**src/rtl/seg6_pkg.sv**
```systemverilog
// Shared constants and types for the six-digit seven-segment scan driver.
// Segment values here are active-high (bit0 = a ... bit6 = g).
package seg6_pkg;

  localparam int NDIG      = 6;
  localparam int NIB_W     = 4;
  localparam int SEG_W     = 7;
  localparam int DIG_IDX_W = 3;
  localparam int BRIGHT_W  = 4;

  typedef logic [NIB_W-1:0]     nibble_t;
  typedef logic [SEG_W-1:0]     seg_t;
  typedef logic [DIG_IDX_W-1:0] dig_idx_t;

  localparam seg_t SEG_OFF = 7'h00;
  localparam seg_t SEG_ALL = 7'h7F;

  localparam seg_t HEX_SEG [16] = '{
    7'h3F, 7'h06, 7'h5B, 7'h4F, 7'h66, 7'h6D, 7'h7D, 7'h07,
    7'h7F, 7'h6F, 7'h77, 7'h7C, 7'h39, 7'h5E, 7'h79, 7'h71
  };

endpackage

```
**src/rtl/seg7_hex_decode.sv**
```systemverilog
// Combinational hex nibble to active-high gfedcba segment pattern.
module seg7_hex_decode
  import seg6_pkg::*;
(
  input  nibble_t nib_i,
  output seg_t    seg_o
);

  assign seg_o = HEX_SEG[nib_i];

endmodule

```
**src/rtl/seg6_scan_driver.sv**
```systemverilog
// Six-digit multiplexed seven-segment scanner: frame-synchronous shadow,
// per-slot dead time, 16-step PWM brightness and leading-zero blanking.
module seg6_scan_driver
  import seg6_pkg::*;
#(
  parameter int SCAN_DIV       = 8192,
  parameter int BLANK_CYCLES   = 64,
  parameter bit SEG_ACTIVE_LOW = 1'b1,
  parameter bit DIG_ACTIVE_LOW = 1'b1
) (
  input  logic                    clk_clk,
  input  logic                    reset_reset_n,
  input  logic [NDIG*NIB_W-1:0]   seg6_export,
  input  logic [NDIG-1:0]         dp_in,
  input  logic                    lz_blank_en,
  input  logic [BRIGHT_W-1:0]     brightness,
  output logic [SEG_W-1:0]        seg_out,
  output logic                    dp_out,
  output logic [NDIG-1:0]         dig_out,
  output logic                    frame_tick
);

  localparam int                  SCAN_W     = $clog2(SCAN_DIV);
  localparam logic [SCAN_W-1:0]   SLOT_LAST  = SCAN_W'(SCAN_DIV - 1);
  localparam logic [SCAN_W-1:0]   SLOT_BLANK = SCAN_W'(BLANK_CYCLES);
  localparam dig_idx_t            DIG_LAST   = DIG_IDX_W'(NDIG - 1);
  localparam seg_t                SEG_IDLE   = {SEG_W{SEG_ACTIVE_LOW}};
  localparam logic [NDIG-1:0]     DIG_IDLE   = {NDIG{DIG_ACTIVE_LOW}};
  localparam logic [NDIG-1:0]     DIG_ONE    = {{(NDIG-1){1'b0}}, 1'b1};

  logic [SCAN_W-1:0]       slot_cnt_q, slot_cnt_d;
  dig_idx_t                digit_idx_q, digit_idx_d;
  logic [NDIG*NIB_W-1:0]   sh_val_q;
  logic [NDIG-1:0]         sh_dp_q;
  logic                    sh_lz_q;
  logic [BRIGHT_W-1:0]     sh_bright_q;
  logic                    frame_tick_q;
  seg_t                    seg_q, seg_d;
  logic                    dp_q, dp_d;
  logic [NDIG-1:0]         dig_q, dig_d;

  logic                    load;
  logic                    in_window;
  logic [BRIGHT_W-1:0]     phase;
  nibble_t                 nib [NDIG];
  nibble_t                 cur_nib;
  seg_t                    dec_seg;
  logic [NDIG-1:0]         lz_off;
  logic                    higher_zero;

  assign load = (slot_cnt_q == '0) && (digit_idx_q == '0);

  always_comb begin
    slot_cnt_d  = slot_cnt_q + SCAN_W'(1);
    digit_idx_d = digit_idx_q;
    if (slot_cnt_q == SLOT_LAST) begin
      slot_cnt_d  = '0;
      digit_idx_d = (digit_idx_q == DIG_LAST) ? '0 : digit_idx_q + DIG_IDX_W'(1);
    end
  end

  always_comb begin
    for (int n = 0; n < NDIG; n++) begin
      nib[n] = sh_val_q[n*NIB_W +: NIB_W];
    end
  end

  // A digit is blanked when it and every more-significant nibble are zero;
  // digit 0 is exempt so a zero value still shows a single "0".
  always_comb begin
    lz_off      = '0;
    higher_zero = 1'b1;
    for (int n = NDIG - 1; n >= 1; n--) begin
      higher_zero = higher_zero & (nib[n] == '0);
      lz_off[n]   = sh_lz_q & higher_zero;
    end
  end

  assign cur_nib   = nib[digit_idx_q];
  assign phase     = slot_cnt_q[SCAN_W-1 -: BRIGHT_W];
  assign in_window = (slot_cnt_q >= SLOT_BLANK) && (phase <= sh_bright_q);

  seg7_hex_decode u_dec (
    .nib_i (cur_nib),
    .seg_o (dec_seg)
  );

  always_comb begin
    dig_d = DIG_IDLE;
    seg_d = SEG_IDLE;
    dp_d  = SEG_ACTIVE_LOW;
    if (in_window) begin
      dig_d = (DIG_ONE << digit_idx_q) ^ DIG_IDLE;
      seg_d = (lz_off[digit_idx_q] ? SEG_OFF : dec_seg) ^ SEG_IDLE;
      dp_d  = sh_dp_q[digit_idx_q] ^ SEG_ACTIVE_LOW;
    end
  end

  // Outputs are computed from pre-load shadow on the load edge; slot 0 is
  // always in dead time, so the new frame never shows a mixed value.
  always_ff @(posedge clk_clk or negedge reset_reset_n) begin
    if (!reset_reset_n) begin
      slot_cnt_q   <= '0;
      digit_idx_q  <= '0;
      sh_val_q     <= '0;
      sh_dp_q      <= '0;
      sh_lz_q      <= 1'b0;
      sh_bright_q  <= '0;
      frame_tick_q <= 1'b0;
      seg_q        <= SEG_IDLE;
      dp_q         <= SEG_ACTIVE_LOW;
      dig_q        <= DIG_IDLE;
    end else begin
      slot_cnt_q   <= slot_cnt_d;
      digit_idx_q  <= digit_idx_d;
      frame_tick_q <= load;
      seg_q        <= seg_d;
      dp_q         <= dp_d;
      dig_q        <= dig_d;
      if (load) begin
        sh_val_q    <= seg6_export;
        sh_dp_q     <= dp_in;
        sh_lz_q     <= lz_blank_en;
        sh_bright_q <= brightness;
      end
    end
  end

  assign seg_out    = seg_q;
  assign dp_out     = dp_q;
  assign dig_out    = dig_q;
  assign frame_tick = frame_tick_q;

endmodule

```
**config.mk**
```make
export PLATFORM = sky130hd
export DESIGN_NAME = seg6_scan_driver
export DESIGN_NICKNAME = d
export VERILOG_FILES = /design/src/rtl/seg6_pkg.sv /design/src/rtl/seg7_hex_decode.sv /design/src/rtl/seg6_scan_driver.sv
export SDC_FILE = /design/constraint.sdc
export NUM_CORES = 1
export LEC_CHECK = 0
export CAP_MARGIN = 5
export CORE_ASPECT_RATIO = 1.75
export CORE_UTILIZATION = 54
export CTS_BUF_LIST = sky130_fd_sc_hd__clkbuf_8 sky130_fd_sc_hd__clkbuf_16
export CTS_CLUSTER_DIAMETER = 40
export CTS_CLUSTER_SIZE = 16
export DETAILED_ROUTE_END_ITERATION = 16
export PLACE_DENSITY_LB_ADDON = 0.15
export SYNTH_ARGS = -nofsm -noshare
export SYNTH_HDL_FRONTEND = slang
export SYNTH_SLANG_ARGS = --single-unit
export TNS_END_PERCENT = 5
```
**constraint.sdc**
```tcl
create_clock -name clk_clk -period 2.7 [get_ports clk_clk]
set_input_delay 0.27 -clock clk_clk [delete_from_list [all_inputs] [get_ports clk_clk]]
set_output_delay 0.27 -clock clk_clk [all_outputs]
set_load 0.01 [all_outputs]
```
; ---- Word level (Yosys, flattened, before mapping)
; Memory sizes are Yosys's and may differ from the RTL's.
; Cells that the tools add are included.
[classes]
n_addsub = 2
mul = 0
div = 0
n_lt_le_gt_ge = 5
eq_ne = 2
shift = 1
n_mux = 15
bitwise = 14
n_reduce_logical = 9
[ops]
columns = op, count
row1 = 7-bit two-way mux, 4
row2 = 4-bit zero test, 5
row3 = 13-bit by 1-bit adder with 13-bit output (second input constant), 1
row4 = 13-bit equality test (second input constant), 1
row5 = 13-bit by 7-bit >= comparator with 1-bit output (second input constant), 1
row6 = 13-bit zero test, 1
row7 = 13-bit two-way mux, 1
row8 = 4-bit binary-select mux with 3-bit select, 1
row9 = 1-bit AND, 9
row10 = 4-bit two-way mux, 2
row11 = 7-bit inverter, 1
row12 = 1-bit binary-select mux with 3-bit select, 2
row13 = 6-bit two-way mux, 1
row14 = 6-bit inverter, 1
row15 = 1-bit by 3-bit << shifter with 6-bit output (first input constant), 1
row16 = 5-bit >= comparator (second input constant), 1
row17 = 4-bit inverter with 5-bit output, 1
row18 = 4-bit >= comparator (second input constant), 1
row19 = 4-bit <= comparator, 1
row20 = 3-bit by 4-bit < comparator with 1-bit output (second input constant), 1
row21 = 3-bit inverter with 4-bit output, 1
row22 = 3-bit by 1-bit adder with 3-bit output (second input constant), 1
row23 = 3-bit equality test (second input constant), 1
row24 = 3-bit zero test, 1
row25 = 4 further kinds, 7
[totals]
ff_bits = 66
latch_bits = 0
ram_bits = 0
mem_bits_ro = 112
out_inout_bits = 15
elab_cells = 59
n_memories = 1
[mem_list]
columns = memory, words, word_bits, read_ports, rd_clocked_by_memory_dff, wr, line
row1 = (no name shown), 16, 7, 1, 0, 0, seg7_hex_decode.sv:9  ; assign seg_o = HEX_SEG[nib_i];

; ---- Depth between registers and ports, before layout
; Gate-level depths: netlist (run 1).
[depth]
depth_word = 11
mapped_depth = 10
depth_no_buf = 8

; ---- Cells and area by module
; From an unflattened synthesis (run 1), not the netlist that was laid out.
[unflattened]
hier_cells = 272
area_unflattened_um2 = 3385.7
[by_module_without_submodules]
columns = module, instances, cells_each, area_per_inst_um2, seq_area_each_um2
row1 = seg6_scan_driver, 1, 239, 3098.0, 1669.1
row2 = seg7_hex_decode, 1, 33, 287.8, 0.0

; ---- Worst setup path before layout (run 1)
; Ideal clock, no wire load.
[synth_timing]
path_kind = register to register
from = reg slot_cnt_q[11]
to = reg sh_bright_q[3]
setup_ps = 125
arrival_time_ps = 1867
required_ps = 2575
setup_slack_ps = 708
path_stages_with_launch = 6
period_less_slack_ps = 1992
path_cell_list = dfrtp_1 -> or4_4 -> nor4_4 -> nand4_4 -> buf_6 -> mux2_4
[synth_between]
elab_chain_cells = 2
[synth_rtl]
columns = element, line
row1 = start: declaration, seg6_scan_driver.sv:31  ; logic [SCAN_W-1:0] slot_cnt_q, slot_cnt_d;
row2 = start signal: assignment, seg6_scan_driver.sv:114  ; slot_cnt_q <= slot_cnt_d;
row3 = 13-bit zero test, seg6_scan_driver.sv:51  ; assign load = (slot_cnt_q == '0) && (digit_idx_q == '0);
row4 = 1-bit logical AND, seg6_scan_driver.sv:51
row5 = end signal: assignment, seg6_scan_driver.sv:124  ; sh_bright_q <= brightness;
row6 = end: declaration, seg6_scan_driver.sv:36  ; logic [BRIGHT_W-1:0] sh_bright_q;
; No other way between the ends.
; A chain may end at the register's enable or synchronous reset.

; ---- Worst setup path in the final report (run 1)
[layout_timing]
from = reg digit_idx_q[0]
to = reg seg_q[3] (netlist: seg_out[3])
[layout_between]
elab_chain_cells = 11
elab_cells_between_ends = 13
cone_classes = mux (9) / bitwise (3) / memory (1)
[layout_rtl]
columns = element, line
row1 = start: declaration, seg6_scan_driver.sv:32  ; dig_idx_t digit_idx_q, digit_idx_d;
row2 = start signal: assignment, seg6_scan_driver.sv:115  ; digit_idx_q <= digit_idx_d;
row3 = 3-bit inverter with 4-bit output (not written as such), seg6_scan_driver.sv:79  ; assign cur_nib = nib[digit_idx_q];
row4 = 4-bit binary-select mux with 3-bit select, seg6_scan_driver.sv:79
row5 = 4-bit two-way mux (not written as such) (2 in series), seg6_scan_driver.sv:79
row6 = 4-bit inverter with 5-bit output (not written as such), seg7_hex_decode.sv:9
row7 = memory 16 x 7 bit, --
row8 = 7-bit two-way mux (not written as such) (2 in series), seg7_hex_decode.sv:9
row9 = 7-bit two-way mux *, seg6_scan_driver.sv:94  ; seg_d = (lz_off[digit_idx_q] ? SEG_OFF : dec_seg) ^ SEG_IDLE;
row10 = 7-bit inverter (no line) *, --
row11 = 7-bit two-way mux *, seg6_scan_driver.sv:92  ; if (in_window) begin
row12 = net seg_d[3], seg6_scan_driver.sv:38  ; seg_t seg_q, seg_d;
row13 = end signal: assignment, seg6_scan_driver.sv:117  ; seg_q <= seg_d;
row14 = end: declaration, seg6_scan_driver.sv:38
; The timed path passes the listed nets; every way through them passes the cells marked *. The select of a mux whose other input is x is not followed.

==> results of run 1 <==
-- report_power, final --
part / switching [mW] / internal [mW]
Combinational: 0.0614 / 0.101
Sequential: 0.0223 / 1.02
Clock: 0.369 / 0.538
Total: 0.453 / 1.66
-- cell usage after synthesis (6+ instances only) --
| master | instances | area [um2] |
|---|---|---|
| dfrtp_1 | 52 | 1300 |
| dfstp_2 | 14 | 368 |
| ha_1 | 13 | 163 |
| inv_1 | 13 | 48.8 |
| mux2_2 | 9 | 101 |
| mux2_4 | 29 | 435 |
| mux2i_1 | 9 | 90.1 |
| nand2_1 | 17 | 63.8 |
| nand3_1 | 11 | 55.1 |
| nor2_1 | 13 | 48.8 |
| nor4_1 | 6 | 37.5 |
| o21ai_0 | 6 | 30.0 |
| xnor2_1 | 6 | 52.6 |
-- cell usage in the layout, fill, tap and decap left out, drive strengths merged, types with 3 or more instances in the layout --
cell / count
and2: 3
buf: 9
o21ai: 6
ha: 13
xor2: 5
mux2: 38
o221ai: 3
clkdlybuf4s50: 50
clkbuf: 10
nand3: 11
xnor2: 6
dfrtp: 52
nor2: 13
nor2b: 5
nor4: 7
mux4: 4
inv: 14
a21oi: 4
o211ai: 4
dfstp: 14
nand2: 17
nor3: 5
mux2i: 9
-- cell type report --
cell class / instances / area [um2]
clock buffers: 10 / 138
multi-input cells: 174 / 1570
flip-flops and latches: 66 / 1670
repair buffers: 60 / 576
clock inverters: 6 / 81.3
fillers: 476 / 1750
well taps: 78 / 97.6
inverters: 13 / 48.8
-- layer usage --
metal,global-route usage (%),share of wire [%],up-vias
met4,12.4,2.7,0
met2,39.8,56,53
met5,0,0,-
met3,5.60,3.5,15
met1,26.1,38,1117
li1,-,-,1061
-- through the flow --
stage / setup slack, ps / hold slack (ps) / util, %
2_1_floorplan: 708 / -25.6 / -
3_3_place_gp: 329 / 258 / 66.6
3_5_place_dp: 242 / 253 / 66.6
4_1_cts: 204 / 420 / 70.5
5_1_grt: 43.5 / 421 / 70.5
6_report: 193 / 418 / 70.5
-- final timing paths --
path	to	slack, ps
max	seg_out[3]	190
min	seg_out[1]	420
max reg2reg	seg_out[3]	190
min reg2reg	slot_cnt_q[0]	510
max in group asynchronous	dp_out	1810
min in group clk_clk	slot_cnt_q[0]	510
-- cell families (layout without fill, tap and decap cells) --
family          count (synthesis)  count (layout)
compound gates                 27              27
simple gates                   72              72
fa+ha+maj                      13              13
flops                          66              66
mux                            51              51
xor+xnor                       11              11
buf+inv                        22              89
-- sequential cells by signal, summed over array words and instances (netlist names) --
signal       count
sh_dp_q          6
frame_tick       1
sh_lz_q          1
seg_out          7
slot_cnt_q      13
digit_idx_q      3
dig_out          6
sh_val_q        24
dp_out           1
sh_bright_q      4
-- timing repair --
action / in CTS / in global routing
buffers inserted: 0 / 0
resized for setup: 0 / 0
hold buffers: 1 / 0
hold endpoints to repair: 23 / 0
==> results.md, run 1 <==
- Status: finished, final reports clean
- Final setup vio count: 0
- Max Clock Freq: about 0.4 GHz
- Gr usage total: a little under a quarter
- Slew @ Worst Pin: ~640 ps
- Critical path buffer and inverter count: 1
- Final Skew: 7.15 ps
- Worst setup EP type: flop
- Number of CTS-inserted buffers: 9
- Synth warnings: 0
- Post-Synth XOR/XNOR Area: roughly 2.9%
- Overflow after GRT: 0
- Worst vdd rail ir drop: between 0.3 and 0.4 mV
- Area after DPL: between 3000 and 4000 um2
- Clk sink count: 66
- Diode count: 0
- DR DRC count: 0
- Total core area: around 5900 um2
- Via density: between 5 and 6
- Crit path max-delay cell type: dfrtp_1
- Yosys reg bits: between 60 and 70
- Root buf cell: clkbuf_8
- Sequential area share after synthesis: between 40% and 50%
- Largest family of logic cells by synthesized area: multiplexers
- Vias: approximately 2200
- Max-Cap Viols: 0
- Setup crit start kind: flop
- Drt total wl: between 6 and 7 mm
- Die H: roughly 110 um
- Worst-path cell chain: mux4_2, a21oi_1, inv_1, ha_1, o21ai_0, o221ai_1
- Fin crit share: 92.8%
- GP Congestion: roughly 0.84
- Clock insertion delay at the later pin of the skew report: ~350 ps
- Die area: roughly 6500 um2
- # port buffers: 51
- Type of the worst min-delay path: primary input to asynchronous set/reset pin
- Top_reg_cell synth: dfrtp_1
- Compound-Gate Fraction of Synth Area: under 10%
- Initial DRT Pass Iterations: 4
- Pwr/cell area: ~500 nW/um2
- Clock period minus worst slack: between 2000 and 3000 ps
- Total power: between 2 and 2.5 mW
- Initial antenna violation count: 0
- Largest net degree at the start of global routing: 38
- Rel. slew slack: between 50% and 60%
- Final hold vios: 0
- WP depth: 6
- Number of global-route vias before repair: about 2400
- Simple-gate share of the synthesized area: about an eighth
- Layout net count: between 300 and 400
- R2r startpoint: digit_idx_q[0]
- Placed cell count: 390
- Clk buf depth: 2
- Fraction of synthesized area in multiplexers: 21.5%
- Syn avg cell area: around 13 um2
- HPWL after DPL: 4.92 mm
- Max incr delay on CP: 650 ps
- Worst-path clk slew: around 70 ps
- CTS H-tree lvls: 3
- Post-synth EDFFs: 0
- Synthesized-area fraction occupied by adder cells: under 10%
- Worst Path Arrival: ~2800 ps
- CTS tree: yes
- CP startpoint: digit_idx_q[0]
- DR iter-0 viols: 63
- Site Rows: 37
- Crit path max-delay family: compound AO/OA/AOI/OAI gates
- Max Slew Vio Count: 0
- Crit path required time: 2950 ps
- Net Count, Synth: between 300 and 400
- Layout cells sized above 1: between 20 and 30%
- Setup TNS: 0 ps
- Distinct cell type count after synthesis: 48
- WL/cell: roughly 17 um
- First-pass GRT wire length: between 10 and 15 mm
- Non-Filler Instances: just over 400
- Worst-case reg-to-reg path depth: 6
- RSZ-0062 raised after global routing: false
- Area grow syn2layout: 24.5%
- Leakage power: 1.89 nW
- Routed Antenna Nets: 0
- Fin area: about 4200 um2
- Mapped Cells: ~260
- Ys async rst share: 100%
- Worst-path fanout max: 10
- Starting Density: a little under three fifths
- Syn Std Cell Area: around 3400 um2
- Die width: between 60 and 70 um
- Critical path class: flop to flop
- Ports: 52
Power figures use the tool's default switching activity.
==> run 2: changes to the inputs <==
CAP_MARGIN = not set   (was 5)
SLEW_MARGIN = 15   (was not set)
==> results of run 2 <==
The final DEF is identical to that of run 1; final timing and power are the same.
